[src/rtl/imem_loader_pkg.sv]
// Shared definitions for the instruction-memory boot loader: state
// encodings, default geometry, length-field width and the per-state
// output decode used to keep the FSM outputs registered.
// Optional checksum trailer is enabled with IMEM_LOADER_CHECKSUM_EN.
package imem_loader_pkg;

  localparam int DEPTH_DEFAULT = 64;
  localparam int AW_DEFAULT    = 6;
  localparam int LEN_W         = 16;

  typedef enum logic [2:0] {
    IDLE, LEN0, LEN1, DATA, LAST, CSUM, DONE, ERR
  } state_t;

  typedef struct packed {
    logic in_ready;
    logic busy;
    logic done;
    logic error;
    logic cpu_reset;
  } flags_t;

  // Output levels that hold while the FSM sits in state s.
  // CSUM still counts as a load in progress, so start stays ignored there.
  function automatic flags_t flags_of(state_t s);
    flags_t f;
    f.in_ready  = (s == LEN0) || (s == LEN1) || (s == DATA) || (s == CSUM);
    f.busy      = (s == LEN0) || (s == LEN1) || (s == DATA) || (s == LAST) || (s == CSUM);
    f.done      = (s == DONE);
    f.error     = (s == ERR);
    f.cpu_reset = (s != DONE);
    return f;
  endfunction

endpackage

[src/rtl/imem_loader_byte_packer.sv]
// Little-endian byte-to-word packer. Keeps the three low lanes of the
// word in progress; the fourth byte is merged combinationally so the
// parent can register the complete word on the edge that accepts it.
module byte_packer
  import imem_loader_pkg::*;
(
  input  logic        clk,
  input  logic        reset,
  input  logic        clear,
  input  logic        take,
  input  logic [7:0]  data,
  output logic [31:0] word,
  output logic        word_valid
);

  logic [1:0]  cnt;
  logic [23:0] lanes;

  // Byte counter and lane capture; counter wraps 3->0 on the word's last byte.
  always_ff @(posedge clk) begin
    if (reset || clear) begin
      cnt   <= 2'd0;
      lanes <= '0;
    end else if (take) begin
      case (cnt)
        2'd0:    lanes[7:0]   <= data;
        2'd1:    lanes[15:8]  <= data;
        2'd2:    lanes[23:16] <= data;
        default: lanes        <= lanes;
      endcase
      cnt <= cnt + 2'd1;
    end
  end

  assign word       = {data, lanes};
  assign word_valid = take && (cnt == 2'd3);

endmodule

[src/rtl/imem_loader.sv]
// Boot-time instruction-memory loader. Receives len_lo, len_hi and then
// len*4 bytes over valid/ready, writes packed words to the imem write
// port and releases the core reset once the program is complete.
// Define IMEM_LOADER_CHECKSUM_EN to require a trailing modulo-256 sum byte.
module imem_loader
  import imem_loader_pkg::*;
#(
  parameter int DEPTH = DEPTH_DEFAULT,
  parameter int AW    = AW_DEFAULT
) (
  input  logic          clk,
  input  logic          reset,
  input  logic          start,
  input  logic          in_valid,
  input  logic [7:0]    in_data,
  output logic          in_ready,
  output logic          mem_we,
  output logic [AW-1:0] mem_addr,
  output logic [31:0]   mem_wdata,
  output logic          cpu_reset,
  output logic          busy,
  output logic          done,
  output logic          error
);

  state_t           state;
  flags_t           flags;
  logic [LEN_W-1:0] len;
  logic [LEN_W-1:0] word_cnt;
  logic [LEN_W-1:0] len_full;
  logic             accept;
  logic             can_start;
  logic [31:0]      pk_word;
  logic             pk_word_valid;
`ifdef IMEM_LOADER_CHECKSUM_EN
  logic [7:0]       sum;
`endif

  assign accept    = in_valid && flags.in_ready;
  assign can_start = start && ((state == IDLE) || (state == DONE) || (state == ERR));
  assign len_full  = {in_data, len[7:0]};

  assign in_ready  = flags.in_ready;
  assign busy      = flags.busy;
  assign done      = flags.done;
  assign error     = flags.error;
  assign cpu_reset = flags.cpu_reset;

  byte_packer u_packer (
    .clk        (clk),
    .reset      (reset),
    .clear      (can_start),
    .take       (accept && (state == DATA)),
    .data       (in_data),
    .word       (pk_word),
    .word_valid (pk_word_valid)
  );

  // Load sequencer: state, length, word counter and the registered write port.
  always_ff @(posedge clk) begin
    if (reset) begin
      state     <= IDLE;
      flags     <= flags_of(IDLE);
      mem_we    <= 1'b0;
      mem_addr  <= '0;
      mem_wdata <= '0;
      len       <= '0;
      word_cnt  <= '0;
`ifdef IMEM_LOADER_CHECKSUM_EN
      sum       <= 8'd0;
`endif
    end else begin
      mem_we <= 1'b0;
      case (state)
        IDLE, DONE, ERR: begin
          if (start) begin
            state    <= LEN0;
            flags    <= flags_of(LEN0);
            len      <= '0;
            word_cnt <= '0;
`ifdef IMEM_LOADER_CHECKSUM_EN
            sum      <= 8'd0;
`endif
          end
        end
        LEN0: begin
          if (accept) begin
            len[7:0] <= in_data;
            state    <= LEN1;
            flags    <= flags_of(LEN1);
          end
        end
        LEN1: begin
          if (accept) begin
            len <= len_full;
            if (len_full == '0) begin
              state <= DONE;
              flags <= flags_of(DONE);
            end else if (len_full > LEN_W'(DEPTH)) begin
              state <= ERR;
              flags <= flags_of(ERR);
            end else begin
              state <= DATA;
              flags <= flags_of(DATA);
            end
          end
        end
        DATA: begin
          if (accept) begin
`ifdef IMEM_LOADER_CHECKSUM_EN
            sum <= sum + in_data;
`endif
            if (pk_word_valid) begin
              mem_we    <= 1'b1;
              mem_addr  <= word_cnt[AW-1:0];
              mem_wdata <= pk_word;
              word_cnt  <= word_cnt + LEN_W'(1);
              if (word_cnt == len - LEN_W'(1)) begin
`ifdef IMEM_LOADER_CHECKSUM_EN
                state <= CSUM;
                flags <= flags_of(CSUM);
`else
                state <= LAST;
                flags <= flags_of(LAST);
`endif
              end
            end
          end
        end
        LAST: begin
          state <= DONE;
          flags <= flags_of(DONE);
        end
`ifdef IMEM_LOADER_CHECKSUM_EN
        CSUM: begin
          if (accept) begin
            if (in_data == sum) begin
              state <= DONE;
              flags <= flags_of(DONE);
            end else begin
              state <= ERR;
              flags <= flags_of(ERR);
            end
          end
        end
`endif
        default: begin
          state <= IDLE;
          flags <= flags_of(IDLE);
        end
      endcase
    end
  end

endmodule

[config.mk]
export PLATFORM = sky130hd
export DESIGN_NAME = imem_loader
export DESIGN_NICKNAME = d
export VERILOG_FILES = /design/src/rtl/imem_loader_pkg.sv /design/src/rtl/imem_loader_byte_packer.sv /design/src/rtl/imem_loader.sv
export SDC_FILE = /design/constraint.sdc
export NUM_CORES = 1
export LEC_CHECK = 0
export ABC_AREA = 1
export CORE_AREA = 2 2 89 133
export DETAILED_ROUTE_END_ITERATION = 10
export DIE_AREA = 0 0 91 135
export GPL_TIMING_DRIVEN = 0
export PLACE_DENSITY = 0.62
export SLEW_MARGIN = 5
export SYNTH_ARGS = -nofsm -noshare
export SYNTH_HDL_FRONTEND = slang
export SYNTH_SLANG_ARGS = --single-unit
[constraint.sdc]
create_clock -name clk -period 2.3 [get_ports clk]
set_input_delay 0.345 -clock clk [delete_from_list [all_inputs] [get_ports clk]]
set_output_delay 0.345 -clock clk [all_outputs]
set_load 0.05 [all_outputs]
==> results of run 1 <==
-- critical path, delay by kind of cell (launching register included) --
kind / cells / cell delay (ns)
and+or+nand+nor: 10 / 1.10
buffers and inverters: 4 / 0.43
AOI/OAI and AO/OA: 1 / 0.17
DFF: 1 / 0.37
-- report_power, final --
group          leakage [nW]  switching (mW)  internal, mW
registers             0.851           0.176          1.98
logic                  1.29            1.84         0.917
clock network         0.151           0.761         0.868
total                  2.29            2.77          3.77
-- cell usage after synthesis --
| library cell | instances |
|---|---|
| a211oi_1 | 15 |
| clkinv_1 | 1 |
| nand2_1 | 202 |
| nor3_2 | 2 |
| clkbuf_2 | 1 |
| nor2_4 | 3 |
| nand3_1 | 58 |
| xor2_1 | 5 |
| o211ai_1 | 1 |
| o21ai_0 | 14 |
| nor3_1 | 7 |
| nand3_2 | 1 |
| o21ai_1 | 1 |
| o22ai_1 | 1 |
| clkbuf_1 | 22 |
| nor3_4 | 2 |
| nand2_4 | 1 |
| a21oi_1 | 98 |
| nand3b_1 | 9 |
| nor4_1 | 4 |
| buf_1 | 5 |
| nor2_2 | 3 |
| nor2_1 | 52 |
| buf_2 | 3 |
| inv_1 | 56 |
| buf_6 | 1 |
| a31oi_1 | 1 |
| inv_2 | 1 |
| xnor2_1 | 3 |
| nand2_2 | 7 |
| nand4_1 | 8 |
| ha_1 | 6 |
| dfxtp_1 | 105 |
| o21ai_2 | 1 |
-- registers in the layout (all words and copies together), names as in the netlist --
| signal | flops |
|---|---|
| busy | 1 |
| mem_addr | 6 |
| state | 3 |
| mem_we | 1 |
| u_packer.lanes | 24 |
| word_cnt | 16 |
| mem_wdata | 32 |
| done | 1 |
| error | 1 |
| cpu_reset | 1 |
| len | 16 |
| in_ready | 1 |
| u_packer.cnt | 2 |
-- final timing paths --
| kind | from | to | depth (start not counted) |
|---|---|---|---|
| worst min-delay path | in_data[5] | mem_wdata[29] | 3 |
| worst min register to register | u_packer.lanes[0] | u_packer.lanes[0] | 2 |
| worst max-delay path | state[2] | in_ready | 15 |
| worst max register to register | state[2] | in_ready | 15 |
-- final cells by class --
class | instances | area [sq um] | share of cell area
sequential | 105 | 2110 | 0.350
multi-input combinational | 505 | 2510 | 0.416
tap | 147 | 184 | 0.0305
clock buffer | 9 | 225 | 0.0374
clock inverter | 7 | 87.6 | 0.0145
buffer | 32 | 134 | 0.0222
timing repair buffer | 56 | 558 | 0.0926
inverter | 58 | 218 | 0.0361
-- per-layer routing --
metal / wire length [um] / up-vias / share of wire
met3: 460 / 29 / 0.033
met5: 0 / - / 0
met1: 5780 / 2216 / 0.41
met4: 507 / 0 / 0.036
li1: - / 2430 / -
met2: 7360 / 100 / 0.52
-- what timing repair did --
| action | in CTS | in global routing |
|---|---|---|
| setup endpoints to repair | 7 | 37 |
| setup buffers | 0 | 6 |
| pin swaps | 0 | 6 |
| gates resized for setup | 3 | 19 |
-- kinds of logic after synthesis --
| group | count (synthesis) | share of synthesized area |
|---|---|---|
| DFF | 105 | 0.429 |
| AOI/OAI and AO/OA | 132 | 0.144 |
| and+or+nand+nor | 359 | 0.325 |
| buffers and inverters | 90 | 0.0716 |
| xor gates and xnor gates | 8 | 0.0143 |
| adders and majority gates | 6 | 0.0153 |
-- layout by cell type, fill, tap and decap left out, types with 2 or more instances in the layout --
cell,synthesis,routed
nand3_1,58,58
a211oi_1,15,15
inv_6,0,2
dfxtp_4,0,2
nand2_1,202,200
nor2_4,3,5
o21ai_0,14,14
clkbuf_1,22,21
buf_2,3,3
nor3_1,7,7
ha_1,6,5
nor3_4,2,4
nor2_2,3,2
inv_1,56,53
clkdlybuf4s50_1,0,50
buf_1,5,5
nand3b_1,9,9
dfxtp_1,105,102
xnor2_1,3,3
nand2_4,1,5
nand2_2,7,5
buf_4,0,5
xor2_1,5,5
clkbuf_16,0,9
nor4_1,4,4
a21oi_1,98,98
nor2_1,52,51
inv_2,1,4
nand4_1,8,8
clkbuf_2,1,2
-- through the flow --
stage / total power [mW] / hold WS [ns] / instances / setup WS (ns) / utilization
finish: 6.54 / 0.361 / 919 / 0.160 / 0.545
global placement: 4.71 / 0.446 / 897 / -0.140 / 0.505
floorplan: 4.16 / 0.441 / 700 / 0.232 / -
global route: 7.00 / 0.372 / 919 / -0.00132 / 0.545
detailed placement: 4.76 / 0.448 / 897 / -0.160 / 0.505
CTS: 6.41 / 0.347 / 913 / 0.0235 / 0.534
==> impl_metrics.ini, run 1 <==
[sta]
worst_slew_pin_slew_ns = 0.623
drv_slew = 0
fin_crit_sh = 0.931
fin_crit_ns = 2.14
skew_ns = 0.00768
setup_viol = 0
max_freq_ghz = 0.467
fin_setup_tns_ns = 0
hold_violations = 0
rsz0062_at_grt = true
slew_headroom = 0.582

[synthesis]
yosysTopAreaCell = dfxtp_1
ys_types = 34
ys_seq_area_frac = 0.429
ys_top_cells_by_area = dfxtp_1, nand2_1, a21oi_1
synth-seq-cells = 105
syn-cell-area_sq_um = 4900
ys_warn_count = 0
postSynthCellCount = 700
syn_nets = 718
synth_top_area_frac = 0.429
syn_avg_cell_area_sq_um = 6.99

[worst_setup_path]
cp_common_cell = nand2_4
cp-end-kind = flip-flop
cp_slowest_cell = dfxtp_4
reg2reg_slack_ns = 0.16
arrival_ns = 2.42
cp_max_fo = 10
slowest_delay_ns = 0.37
cp.required_ns = 2.58
critical_path_class = reg -> reg
cp_cell_sequence = inv_2, nand2_4, inv_2, nand2_4, nor2_4, nand2_4, buf_12, nor2_1, nand3_1, nor2_1, nand4_1, nand2_2, buf_6, nand3_1, a21oi_1
start_kind = flip-flop

[grt]
grt_usage = 0.230
grt_pass1_wl_mm = 22.4
use_met3 = 0.0223
grt.met2_usage = 0.428
grt-ovfl-total = 0
antenna_found_initial = 0
grt-busiest-layer = met2
met1_usage = 0.259
grt_pass1_vias = 4587
grt_max_degree = 20

[power]
power.density_nw_per_um2 = 1090
ir_drop_uv = 425
cellLeakagePower_nw = 2.29

[clocking]
cts_made_buffers = 9
cts_buffer_depth = 2
hold_buffers = 0
cts.sinks = 105
h-tree-depth = 3
root_buffer = clkbuf_16
path_clk_slew_ns = 0.08
insertion_delay_ns = 0.35
tritoncts = yes

[die]
core_area_sq_um = 11100
dieArea_sq_um = 12300
start_util = 0.443
fp-row-count = 47
die_h_um = 135
die_w_um = 91
io_pins = 56

[layout]
syn_to_final_growth_pct = 23.0
final.fill_count = 1118
nNetsFinal = 785
final_cell_area_sq_um = 6020
n_antenna_cell = 0
drive_gt1_frac = 0.0764

[routing]
firstDrtPassIters = 5
drcViolationCount = 0
wire_per_inst_um = 15.3
drt_wl_total_mm = 14.1
postRouteAntennaNets = 0
vias = 4775
drt-vias-per-instance = 5.20
dr.first_iter.drc_count = 288

[placed_design]
dpl_cell_area_sq_um = 5580
port_buffers = 50
dp_hpwl_mm = 10.4
gp_congestion = 0.882

[run_status]
status = completed

[run]
maxCapViolCount = 0

[hold_path]
hp-class = in -> reg
(Power assumes the default switching activity.)
==> run 2, diff against run 1 <==
--- a/config.mk
+++ b/config.mk
@@ -5,12 +5,13 @@
 export SDC_FILE = /design/constraint.sdc
 export NUM_CORES = 1
 export LEC_CHECK = 0
-export ABC_AREA = 1
-export CORE_AREA = 2 2 89 133
+export ABC_AREA = 0
+export CAP_MARGIN = 10
+export CORE_AREA = 2 2 86 130
 export DETAILED_ROUTE_END_ITERATION = 10
-export DIE_AREA = 0 0 91 135
+export DIE_AREA = 0 0 88 132
 export GPL_TIMING_DRIVEN = 0
-export PLACE_DENSITY = 0.62
+export PLACE_DENSITY = 0.63
 export SLEW_MARGIN = 5
 export SYNTH_ARGS = -nofsm -noshare
 export SYNTH_HDL_FRONTEND = slang
==> run 2 against run 1 <==
Non-clock buffer count grew 10. Critical path depth fell by 7. Area after synthesis decreased by 5.1%. Register-to-register slack got worse by 0.48 ns. Highest routed layer unchanged. Clock power is 2% lower. Count of clock-buffer cells in the layout is 1 higher. Power down 25%. Routed wire length is 8.4% lower. The flow now finishes with violations (setup timing). Core utilization increased by 1.9 points. Design area is 2.6% lower. First-iteration DRC count shrank 50%. Critical endpoint unchanged.
==> impl_metrics.ini, run 2 <==
[run_status]
status = finished, violations left
violations = setup timing

[routing]
firstDrtPassIters = 4
drt_wl_total_mm = 12.9
drcViolationCount = 0
dr.first_iter.drc_count = 143
vias = 4311
wire_per_inst_um = 15.9
postRouteAntennaNets = 0
drt-vias-per-instance = 5.32

[die]
die_w_um = 88
die_h_um = 132
io_pins = 56
dieArea_sq_um = 11600
core_area_sq_um = 10400
fp-row-count = 46
start_util = 0.446

[worst_setup_path]
cp.required_ns = 2.58
r2r-start = len[4]
reg2reg_depth = 8
arrival_ns = 2.90
startpoint = len[4]
reg2reg_slack_ns = -0.32
cp-endpoint = in_ready
start_kind = flip-flop
cp_max_fo = 6
critical_path_class = reg -> reg
cp-end-kind = flip-flop
reg2reg_to = in_ready

[grt]
antenna_found_initial = 0
grt-ovfl-total = 0
grt_usage = 0.226
grt_pass1_wl_mm = 20.5
grt_max_degree = 19
grt_pass1_vias = 4143

[layout]
layout_commonest_cell = nand2_1
layout_common_cells = nand2_1, dfxtp_1, a21oi_1, clkdlybuf4s50_1, nand3_1
max_flop_register = mem_wdata
reg.largest.list = mem_wdata: 32 flops, u_packer.lanes: 24 flops
syn_to_final_growth_pct = 26.4
final.fill_count = 977
n_antenna_cell = 0
largest_reg_flops = 32
final_util = 0.563
drive_gt1_frac = 0.0960
nNetsFinal = 680
final_cell_area_sq_um = 5870

[clocking]
path_clk_slew_ns = 0.08
insertion_delay_ns = 0.34
tritoncts = yes
cts_made_buffers = 9
cts_buffer_depth = 2
root_buffer = clkbuf_16
h-tree-depth = 3
hold_buffers = 0
cts.sinks = 105

[synthesis]
ys_warn_count = 0
netlist_top_cells_count = nand2_1, dfxtp_1, a21oi_1
yosys.area_share.simple = 0.264
ys_seq_area_frac = 0.453
syn_nets = 608
synth_top_family_by_area = simple AND/OR/NAND/NOR gates
syn_avg_cell_area_sq_um = 7.87
yosysTopAreaCell = dfxtp_1
synthFlopType = dfxtp_1
synth_mux_area_frac = 0.0108
synth_edf_count = 0
synth-compound-area-share = 0.149
syn-cell-area_sq_um = 4640
ys_top_cells_by_area = dfxtp_1, nand2_1, a21oi_1
synthArstFlopShare = 0
yosysMostFrequentCell = nand2_1
synth-seq-cells = 105
ys_types = 50
synth_top_area_frac = 0.453
postSynthCellCount = 590
synthXorXnorAreaFrac = 0.0671
synthAdderAreaFrac = 0.0162

[sta]
hold_violations = 0
max_freq_ghz = 0.382
skew_ns = 0.00850
drv_slew = 0
rsz0062_at_grt = true
fin_setup_tns_ns = -2.14
fin_ws_ns = -0.320
worst_slew_pin_slew_ns = 0.900
setup_viol = 8
fin_crit_sh = 1.14
holdWs_ns = 0.455
slew_headroom = 0.384
fin_crit_ns = 2.62

[hold_path]
hp-start = u_packer.lanes[18]
hp-class = reg -> reg

[placed_design]
dpl_cell_area_sq_um = 5390
port_buffers = 54
dp_worst_setup_slack_ns = -0.731
dp_hpwl_mm = 9.35
gp_congestion = 0.911

[power]
p_int_mw = 3.32
p_switching_mw = 1.61
power_frac_comb = 0.278
pwr-share-clk = 0.323
ir_drop_uv = 529
power.density_nw_per_um2 = 840
p_sw_frac = 0.326
cellLeakagePower_nw = 1.93
sequentialPowerShare = 0.399

[run]
maxCapViolCount = 0
## run 2: cell type report
cell class	count	area [sq um]	share of cell area
Tap cell	144	180	0.0307
Timing Repair Buffer	66	637	0.109
Buffer	32	129	0.0220
Inverter	12	47.5	0.00810
Clock inverter	6	70.1	0.0119
Clock buffer	10	239	0.0407
Sequential cell	105	2120	0.361
Multi-Input combinational cell	436	2450	0.417
## run 2: per-layer routing
layer / track usage / up-vias / share of wire
li1: - / 2168 / -
met4: 0.0846 / 0 / 0.030
met1: 0.252 / 2007 / 0.40
met5: 0 / - / 0
met2: 0.410 / 102 / 0.54
met3: 0.0420 / 34 / 0.037
## run 2: timing repair
item / 4_1_cts / 5_1_grt
resized for setup: 19 / 18
hold endpoints to repair: 0 / 0
pin swaps: 5 / 6
endpoints found under the setup margin: 32 / 61
setup buffers: 7 / 5
## run 2: worst min-delay path by stage
stage                               to  slack [ns]  cells past startpoint
floorplan                 mem_wdata[0]        0.43                      2
CTS                      mem_wdata[19]        0.46                      2
global placement         mem_wdata[20]        0.44                      2
global route        u_packer.lanes[15]        0.47                      2
finish                   mem_wdata[18]        0.46                      2
detailed placement       mem_wdata[19]        0.45                      2
## run 2: cells by family after synthesis
logic type	count (synthesis)
adders and majority gates	6
and+or+nand+nor	269
muxes	5
xor gates and xnor gates	34
AOI/OAI and AO/OA	122
buffers and inverters	49
DFF	105
## run 2: worst max-delay path: stages, from the launching register on
cell      delay (ns)
dfxtp_4         0.34
or4_4           0.53
or4_4           0.52
a32o_2          0.28
a21oi_2         0.11
and4bb_4        0.26
o31ai_4         0.18
buf_6           0.16
mux2i_1         0.17
## run 2: power by group through the flow
stage                     clock (mW)  sequential (mW)  combinational, mW
after floorplan                    0             2.05              0.837
after global placement             0             2.00               1.18
after detailed placement           0             2.00               1.20
after CTS                       1.61             1.97               1.29
after global routing            1.69             1.98               1.48
final                           1.59             1.97               1.37
## run 2: stage by stage
stage,power [mW],std cells
2_1_floorplan,2.89,590
3_3_place_gp,3.18,788
3_5_place_dp,3.20,788
4_1_cts,4.88,807
5_1_grt,5.15,811
6_report,4.93,811
